## src/rtl/seg_scan.sv

```systemverilog
// Six-digit multiplexed 7-segment scanner with per-switch blanking.
// Digits come from a frame shadow that is refreshed only at frame wrap or enable.
module seg_scan #(
    parameter int BLANK_CYC = 500
) (
    input  logic        clk,
    input  logic        rst_n,
    input  logic        clk_1KHz,
    input  logic        en,
    input  logic [23:0] data,
    input  logic [5:0]  dp_en,
    output logic [5:0]  sel,
    output logic [7:0]  seg
);
    localparam int CW = (BLANK_CYC > 1) ? $clog2(BLANK_CYC) : 1;
    localparam logic [CW-1:0] CNT_LAST = (BLANK_CYC > 0) ? CW'(BLANK_CYC - 1) : '0;

    typedef enum logic [1:0] {OFF, BLANK, SHOW} state_t;

    state_t        state;
    logic [2:0]    idx;
    logic [2:0]    idx_next;
    logic          wrap;
    logic [CW-1:0] cnt;
    logic [23:0]   shadow_data;
    logic [5:0]    shadow_dp;
    logic          sync1;
    logic          sync2;
    logic          hist;
    logic          primed;
    logic          armed;
    logic          tick;
    logic [3:0]    digit;
    logic          digit_dp;

    function automatic logic [7:0] glyph(input logic [3:0] v);
        case (v)
            4'h0: glyph = 8'hC0;
            4'h1: glyph = 8'hF9;
            4'h2: glyph = 8'hA4;
            4'h3: glyph = 8'hB0;
            4'h4: glyph = 8'h99;
            4'h5: glyph = 8'h92;
            4'h6: glyph = 8'h82;
            4'h7: glyph = 8'hF8;
            4'h8: glyph = 8'h80;
            4'h9: glyph = 8'h90;
            4'hA: glyph = 8'h88;
            4'hB: glyph = 8'h83;
            4'hC: glyph = 8'hC6;
            4'hD: glyph = 8'hA1;
            4'hE: glyph = 8'h86;
            default: glyph = 8'h8E;
        endcase
    endfunction

    // armed only sets once a genuine low sample has been taken after reset,
    // so a clk_1KHz that is already high at release cannot fake a rising edge.
    always_ff @(posedge clk or negedge rst_n) begin
        if (!rst_n) begin
            sync1  <= 1'b0;
            sync2  <= 1'b0;
            hist   <= 1'b0;
            primed <= 1'b0;
            armed  <= 1'b0;
        end else begin
            sync1  <= clk_1KHz;
            sync2  <= sync1;
            hist   <= sync2;
            primed <= 1'b1;
            armed  <= armed | (primed & ~sync1);
        end
    end

    assign tick = sync2 & ~hist & armed;

    always_comb begin
        idx_next = (idx >= 3'd5) ? 3'd0 : idx + 3'd1;
        wrap     = (idx_next == 3'd0);
    end

    always_comb begin
        digit    = '0;
        digit_dp = 1'b0;
        for (int unsigned i = 0; i < 6; i++) begin
            if (idx == 3'(i)) begin
                digit    = shadow_data[4*i +: 4];
                digit_dp = shadow_dp[i];
            end
        end
    end

    // Outputs are registered from the current state, and blank at once when en drops.
    always_ff @(posedge clk or negedge rst_n) begin
        if (!rst_n) begin
            state       <= OFF;
            idx         <= '0;
            cnt         <= '0;
            shadow_data <= '0;
            shadow_dp   <= '0;
            sel         <= 6'h3F;
            seg         <= 8'hFF;
        end else begin
            if (!en || state != SHOW) begin
                sel <= 6'h3F;
                seg <= 8'hFF;
            end else begin
                sel <= ~(6'b000001 << idx);
                seg <= glyph(digit) & {~digit_dp, 7'h7F};
            end

            if (!en) begin
                state <= OFF;
                idx   <= '0;
                cnt   <= '0;
            end else begin
                case (state)
                    OFF: begin
                        idx         <= '0;
                        cnt         <= '0;
                        shadow_data <= data;
                        shadow_dp   <= dp_en;
                        state       <= (BLANK_CYC == 0) ? SHOW : BLANK;
                    end
                    BLANK: begin
                        if (tick) begin
                            idx <= idx_next;
                            cnt <= '0;
                            if (wrap) begin
                                shadow_data <= data;
                                shadow_dp   <= dp_en;
                            end
                        end else if (cnt == CNT_LAST) begin
                            cnt   <= '0;
                            state <= SHOW;
                        end else begin
                            cnt <= cnt + CW'(1);
                        end
                    end
                    SHOW: begin
                        if (tick) begin
                            idx   <= idx_next;
                            cnt   <= '0;
                            state <= (BLANK_CYC == 0) ? SHOW : BLANK;
                            if (wrap) begin
                                shadow_data <= data;
                                shadow_dp   <= dp_en;
                            end
                        end
                    end
                    default: begin
                        state <= OFF;
                        idx   <= '0;
                        cnt   <= '0;
                    end
                endcase
            end
        end
    end

endmodule
```

## config.mk

```make
export PLATFORM = sky130hd
export DESIGN_NAME = seg_scan
export DESIGN_NICKNAME = d
export VERILOG_FILES = /design/src/rtl/seg_scan.sv
export SDC_FILE = /design/constraint.sdc
export NUM_CORES = 1
export LEC_CHECK = 0
export BUFFER_PORTS_ARGS = -buffer_cell sky130_fd_sc_hd__buf_2
export CELL_PAD_IN_SITES_DETAIL_PLACEMENT = 0
export CELL_PAD_IN_SITES_GLOBAL_PLACEMENT = 2
export CORE_ASPECT_RATIO = 1.25
export CORE_MARGIN = 5
export CORE_UTILIZATION = 30
export DETAILED_ROUTE_END_ITERATION = 8
export PLACE_DENSITY_LB_ADDON = 0.1
export SYNTH_ARGS = -nofsm -noshare
export SYNTH_HDL_FRONTEND = slang
export SYNTH_SLANG_ARGS = --single-unit
```

## constraint.sdc

```tcl
create_clock -name clk -period 2.79 [get_ports clk]
set_input_delay 0.837 -clock clk [delete_from_list [all_inputs] [get_ports clk]]
set_output_delay 0.837 -clock clk [all_outputs]
set_load 0.05 [all_outputs]
```

; Word-level counts from Yosys, hierarchy flattened
; Memories as Yosys holds them, arrays and structs flattened.
; Index checks and enable logic that the tools add are counted.
[op_classes]
mux = 35
bitwise = 9
n_eq_ne = 15
shifts = 1
n_addsub = 2
n_lt_le_gt_ge = 1
reduce_logical = 9
[op_table]
columns = cell, n
row1 = $mux 24, 2
row2 = $pmux 24 s2, 1
row3 = $mux 9, 4
row4 = $mux 4, 6
row5 = $mux 6, 3
row6 = $pmux 9 s2, 1
row7 = $mux 8, 2
row8 = $mux 3, 4
row9 = $pmux 6 s2, 1
row10 = $add 9x1->9 const B, 1
row11 = $eq 9x9->1 const B, 1
row12 = $ne 3x3->1 const B, 3
row13 = $and 8x8->8, 1
row14 = $mux 2, 4
row15 = $eq 3x2->1 const B, 2
row16 = $eq 3x3->1 const B, 2
row17 = $logic_not 3->1, 2
row18 = $mux 1, 6
row19 = $not 6->6, 1
row20 = $pmux 2 s3, 1
row21 = $shl 1x3->6 const A, 1
row22 = $ne 2x1->1 const B, 2
row23 = $reduce_and 4->1, 1
row24 = $add 3x1->3 const B, 1
row25 = other kinds (15), 19
[word_totals]
romBits = 112
reg_bits = 63
mem_count = 1
out_inout_bits = 14
[memory_table]
columns = memory, depth, width, read_ports, rd_clocked_by_memory_dff, write_ports, line
row1 = (no name shown), 16, 7, 1, 0, 0, 37  ; case (v)

; Depth between registers and ports, before layout
; An unclocked memory read counts as a cell.
[logic_depth]
ltp_word = 11
mapped_depth = 13

; Worst setup path before layout
; Ideal clock, no wire load.
[synth_timing]
path_type = flip-flop to flip-flop
start = reg idx[1]
end = reg seg[6]
period_less_slack_ps = 2538
n_path_buf = 2
path_stages_with_launch = 13
t_arrival_ps = 2454
setup_time_ps = 84
path_slack_ps = 252
t_required_ps = 2706
path_cell_list = dfrtp_1 -> inv_1 -> ha_1 -> buf_2 -> buf_4 -> a222oi_1 -> a31oi_1 -> inv_1 -> ha_1 -> inv_1 -> a21oi_1 -> a21o_1 -> a221o_1
[synth_between]
elab_chain_cells = 11
[synth_rtl]
columns = item, line
row1 = "start, declared", 21  ; logic [2:0] idx;
row2 = "start signal, assigned", 127  ; idx <= idx_next;
row3 = "start signal, assigned", 142  ; idx <= idx_next;
row4 = $logic_not 3->1, 86  ; if (idx == 3'(i)) begin
row5 = $mux 4 (5 in series), 86
row6 = $mux 4 *, 86
row7 = $mem_v2 16x7 *, n/a
row8 = $mux 8 *, 104  ; if (!en || state != SHOW) begin
row9 = $and 8x8->8 *, 109  ; seg <= glyph(digit) & {~digit_dp, 7'h7F};
row10 = $mux 8 *, 104
row11 = "end signal, assigned", 109
row12 = "end, declared", 13  ; output logic [7:0] seg
; Every way passes the cells marked *; elsewhere a longest branch is shown, timed or not. The select of a mux whose other input is x is not followed.
; A chain may end at the register's enable or synchronous reset.

; Worst setup path after layout
[layout_timing]
start = reg idx[0]
end = reg seg[6]
; The elaborated chain is that of the path after synthesis.

==> impl_metrics.xml <==
<?xml version="1.0" encoding="UTF-8"?>
<metrics>
  <group name="cells_and_area">
    <metric name="fin_nets" unit="">395</metric>
    <metric name="post_layout_nonfiller_instances" unit="">480</metric>
    <metric name="drive_above_1_share" unit="%">37.4</metric>
    <metric name="syn_to_final_growth" unit="%">24.0</metric>
    <metric name="layout.cell_area.non_filler" unit="um2">3970</metric>
    <metric name="n_antenna_cell" unit="">0</metric>
  </group>
  <group name="synthesis">
    <metric name="ys_top_cells_by_area" unit="">sky130_fd_sc_hd__dfrtp_1 38%, sky130_fd_sc_hd__dfstp_2 11%, sky130_fd_sc_hd__mux2_2 9.8%</metric>
    <metric name="netlist_area" unit="um2">3200</metric>
    <metric name="synth-async-reset-ratio" unit="%">100</metric>
    <metric name="synth_common_cells" unit="">49 x sky130_fd_sc_hd__dfrtp_1, 29 x sky130_fd_sc_hd__nor2_1, 28 x sky130_fd_sc_hd__mux2_2</metric>
    <metric name="synth.top_cell.area_share" unit="%">38.3</metric>
    <metric name="post_synth_num_cell_types" unit="">57</metric>
    <metric name="synth-warning-count" unit="">0</metric>
    <metric name="sequential_fraction_of_the_synthesis_area" unit="%">49.8</metric>
    <metric name="synthDominantAreaCellType" unit="">sky130_fd_sc_hd__dfrtp_1</metric>
    <metric name="synth_edf_count" unit="">0</metric>
    <metric name="synth_top_flop_cell" unit="">sky130_fd_sc_hd__dfrtp_1</metric>
    <metric name="syn_area_per_cell" unit="um2">11.2</metric>
    <metric name="synth_fp_nets" unit="">336</metric>
    <metric name="synthMostInstantiatedCell" unit="">sky130_fd_sc_hd__dfrtp_1</metric>
    <metric name="synth.ff_latch_count" unit="">63</metric>
    <metric name="synthCells" unit="">285</metric>
  </group>
  <group name="grt">
    <metric name="grt_first_pass_wirelength" unit="um">12800</metric>
    <metric name="global_route.usage.total" unit="%">13.1</metric>
    <metric name="number_of_antenna_violations_at_the_first_check_in_global_routing" unit="">0</metric>
    <metric name="first_global_vias" unit="">2538</metric>
    <metric name="gr-total-overflow" unit="">0</metric>
    <metric name="grt_max_degree" unit="">29</metric>
  </group>
  <group name="min_path">
    <metric name="worstHoldPathType" unit="">register to register</metric>
    <metric name="min_to" unit="">sync2</metric>
    <metric name="worst_hold_path_cells" unit="">0</metric>
    <metric name="hold_path_startpoint" unit="">sync1</metric>
  </group>
  <group name="placement">
    <metric name="placer_s_final_routability_congestion_estimate" unit="">0.779</metric>
    <metric name="placedCellCount" unit="">465</metric>
    <metric name="detailed_place_hpwl" unit="um">5910</metric>
    <metric name="detailed_place.area" unit="um2">3640</metric>
    <metric name="dpl_worst_slack" unit="ns">0.121</metric>
    <metric name="numPortBuffers" unit="">47</metric>
  </group>
  <group name="timing">
    <metric name="tightest_slew" unit="ns">0.647</metric>
    <metric name="fmax" unit="MHz">388</metric>
    <metric name="post-route-period-util" unit="%">92.3</metric>
    <metric name="rsz0062_at_grt" unit="">no</metric>
    <metric name="setup_viol_count_final" unit="">0</metric>
    <metric name="max_slew_violation_count" unit="">0</metric>
    <metric name="report.final.hold_viol_count" unit="">0</metric>
    <metric name="fin_ws" unit="ns">0.216</metric>
    <metric name="slew_headroom" unit="%">56.5</metric>
    <metric name="finalWorstPathRequiredPeriod" unit="ns">2.57</metric>
    <metric name="worst_setup_skew_after_layout" unit="ns">0.00673</metric>
    <metric name="timing.setup.tns" unit="ns">0</metric>
  </group>
  <group name="power_and_ir_drop">
    <metric name="cellPowerDensity" unit="nW/um2">692</metric>
    <metric name="p_leak" unit="uW">0.00171</metric>
    <metric name="maximum_vdd_ir_drop" unit="mV">0.242</metric>
    <metric name="post-layout-total-power" unit="uW">2750</metric>
  </group>
  <group name="route">
    <metric name="drt_first_pass_iters" unit="">4</metric>
    <metric name="final_antenna_net_count" unit="">0</metric>
    <metric name="drcViolationCount" unit="">0</metric>
    <metric name="postRouteWirelength" unit="um">7680</metric>
    <metric name="detailedRoute.firstIterationViolations" unit="">58</metric>
    <metric name="routedWlPerCell" unit="um">16.0</metric>
    <metric name="detail_route.vias_per_cell" unit="">4.86</metric>
    <metric name="num_vias" unit="">2332</metric>
  </group>
  <group name="run_status">
    <metric name="outcome" unit="">finished, final reports clean</metric>
  </group>
  <group name="clocking">
    <metric name="clk-insertion-delay-late" unit="ns">0.33</metric>
    <metric name="longest_clk_path_bufs" unit="">2</metric>
    <metric name="cts_made_buffers" unit="">9</metric>
    <metric name="max_h_tree_level" unit="">3</metric>
    <metric name="clk_root_buffer_cell" unit="">sky130_fd_sc_hd__clkbuf_16</metric>
    <metric name="cts.sinks" unit="">63</metric>
    <metric name="clock_tree_from_tritoncts" unit="">done</metric>
    <metric name="post_cts_hold_buffer_count" unit="">0</metric>
    <metric name="clk_pin_slew" unit="ns">0.05</metric>
  </group>
  <group name="setup_path">
    <metric name="r2r-start" unit="">idx[0]</metric>
    <metric name="timing.critical_path.from_type" unit="">register</metric>
    <metric name="crit_end_category" unit="">register</metric>
    <metric name="reg2reg_depth" unit="">11</metric>
    <metric name="r2r-end" unit="">seg[6]</metric>
    <metric name="timing.critical_path.arrival" unit="ns">2.82</metric>
    <metric name="required_worst_endpoint" unit="ns">3.04</metric>
    <metric name="worstPathMaxFanout" unit="">10</metric>
    <metric name="criticalPathCategory" unit="">register to register</metric>
    <metric name="r2r_slack" unit="ns">0.22</metric>
  </group>
  <group name="floorplanning">
    <metric name="die_width" unit="um">102</metric>
    <metric name="floorplan.initialDensity" unit="%">30.5</metric>
    <metric name="die_h" unit="um">126</metric>
    <metric name="placeableCoreArea" unit="um2">10500</metric>
    <metric name="die_area" unit="um2">12900</metric>
    <metric name="io_pins" unit="">48</metric>
    <metric name="std_cell_rows" unit="">42</metric>
  </group>
  <group name="run">
    <metric name="maxCapViolations" unit="">0</metric>
  </group>
</metrics>
==> placed cells by master, fill, tap and decap left out, drive strengths merged, types with 4 or more instances in the layout <==
| cell type | Yosys | final |
|---|---|---|
| a21oi | 12 | 12 |
| a22oi | 4 | 4 |
| buf | 11 | 62 |
| clkbuf | 3 | 12 |
| dfrtp | 49 | 49 |
| dfstp | 14 | 14 |
| ha | 17 | 17 |
| inv | 11 | 11 |
| mux2 | 31 | 31 |
| nand2 | 23 | 23 |
| nand2b | 5 | 5 |
| nand4 | 4 | 4 |
| nor2 | 30 | 30 |
| o21ai | 10 | 10 |
| xor2 | 5 | 5 |
==> cell families (layout without fill, tap and decap cells) <==
family / Yosys count / after routing / synth area share, %
and+or+nand+nor: 86 / 86 / 13.2
xor gates and xnor gates: 7 / 7 / 1.91
muxes: 33 / 33 / 11.5
other: 1 / 1 / 0.117
DFF: 63 / 63 / 49.8
buffers and inverters: 25 / 88 / 4.10
AOI/OAI and AO/OA: 53 / 53 / 12.7
adders and majority gates: 17 / 17 / 6.64
==> per-layer routing <==
metal  part of all wire, %  GRT usage, %  up-vias
li1                      -             -     1128
met1                    41          15.4     1135
met2                    50          21.6       54
met3                   5.1          2.62       15
met4                   3.3          7.95        0
met5                     0             0        -
==> worst max path at each step <==
stage | startpoint | cells past startpoint | end
6_report | idx[0] | 11 | seg[6]
5_1_grt | idx[0] | 11 | seg[3]
4_1_cts | idx[1] | 12 | seg[3]
3_5_place_dp | idx[1] | 12 | seg[3]
3_3_place_gp | idx[1] | 12 | seg[3]
2_1_floorplan | idx[1] | 12 | seg[6]
==> cell type report <==
cell class,count,area (um2)
Multi-Input combinational cell,197,1490
Tap cell,132,165
Clock buffer,12,267
Fill cell,1088,6540
Timing Repair Buffer,62,348
Clock inverter,3,65.1
Sequential cell,63,1590
Inverter,11,41.3
==> worst max-delay path, stage by stage, from the launching register on <==
cell                      delay, ns
sky130_fd_sc_hd__dfrtp_1       0.37
sky130_fd_sc_hd__inv_1         0.11
sky130_fd_sc_hd__ha_1          0.39
sky130_fd_sc_hd__a21oi_1       0.18
sky130_fd_sc_hd__o21ai_0       0.16
sky130_fd_sc_hd__a31oi_1       0.27
sky130_fd_sc_hd__inv_1         0.12
sky130_fd_sc_hd__ha_1          0.21
sky130_fd_sc_hd__inv_1         0.08
sky130_fd_sc_hd__a21oi_1       0.07
sky130_fd_sc_hd__a21o_1        0.18
sky130_fd_sc_hd__a221o_1       0.35
==> power by group <==
part           internal, uW  total (uW)  leakage [uW]  switching (uW)
sequential             1020        1090      0.000746            66.9
combinational           210         435      0.000800             226
clock                   847        1220      0.000165             377
==> metrics by stage <==
stage,utilization [%],hold slack [ns]
after floorplan,-,0.354
after global placement,34.6,0.360
after detailed placement,34.6,0.381
after CTS,37.8,0.393
after global routing,37.8,0.399
final,37.8,0.385
==> flip-flops by register name, indices dropped and copies added, names as in the netlist <==
signal       count
armed            1
cnt              9
hist             1
idx              3
primed           1
seg              8
sel              6
shadow_data     24
shadow_dp        6
state            2
sync1            1
sync2            1
==> repair_timing <==
item,in CTS,in global routing
gates resized for setup,0,2
setup buffers,0,0
endpoints found under the setup margin,0,2
Power figures use the tool's default switching activity.
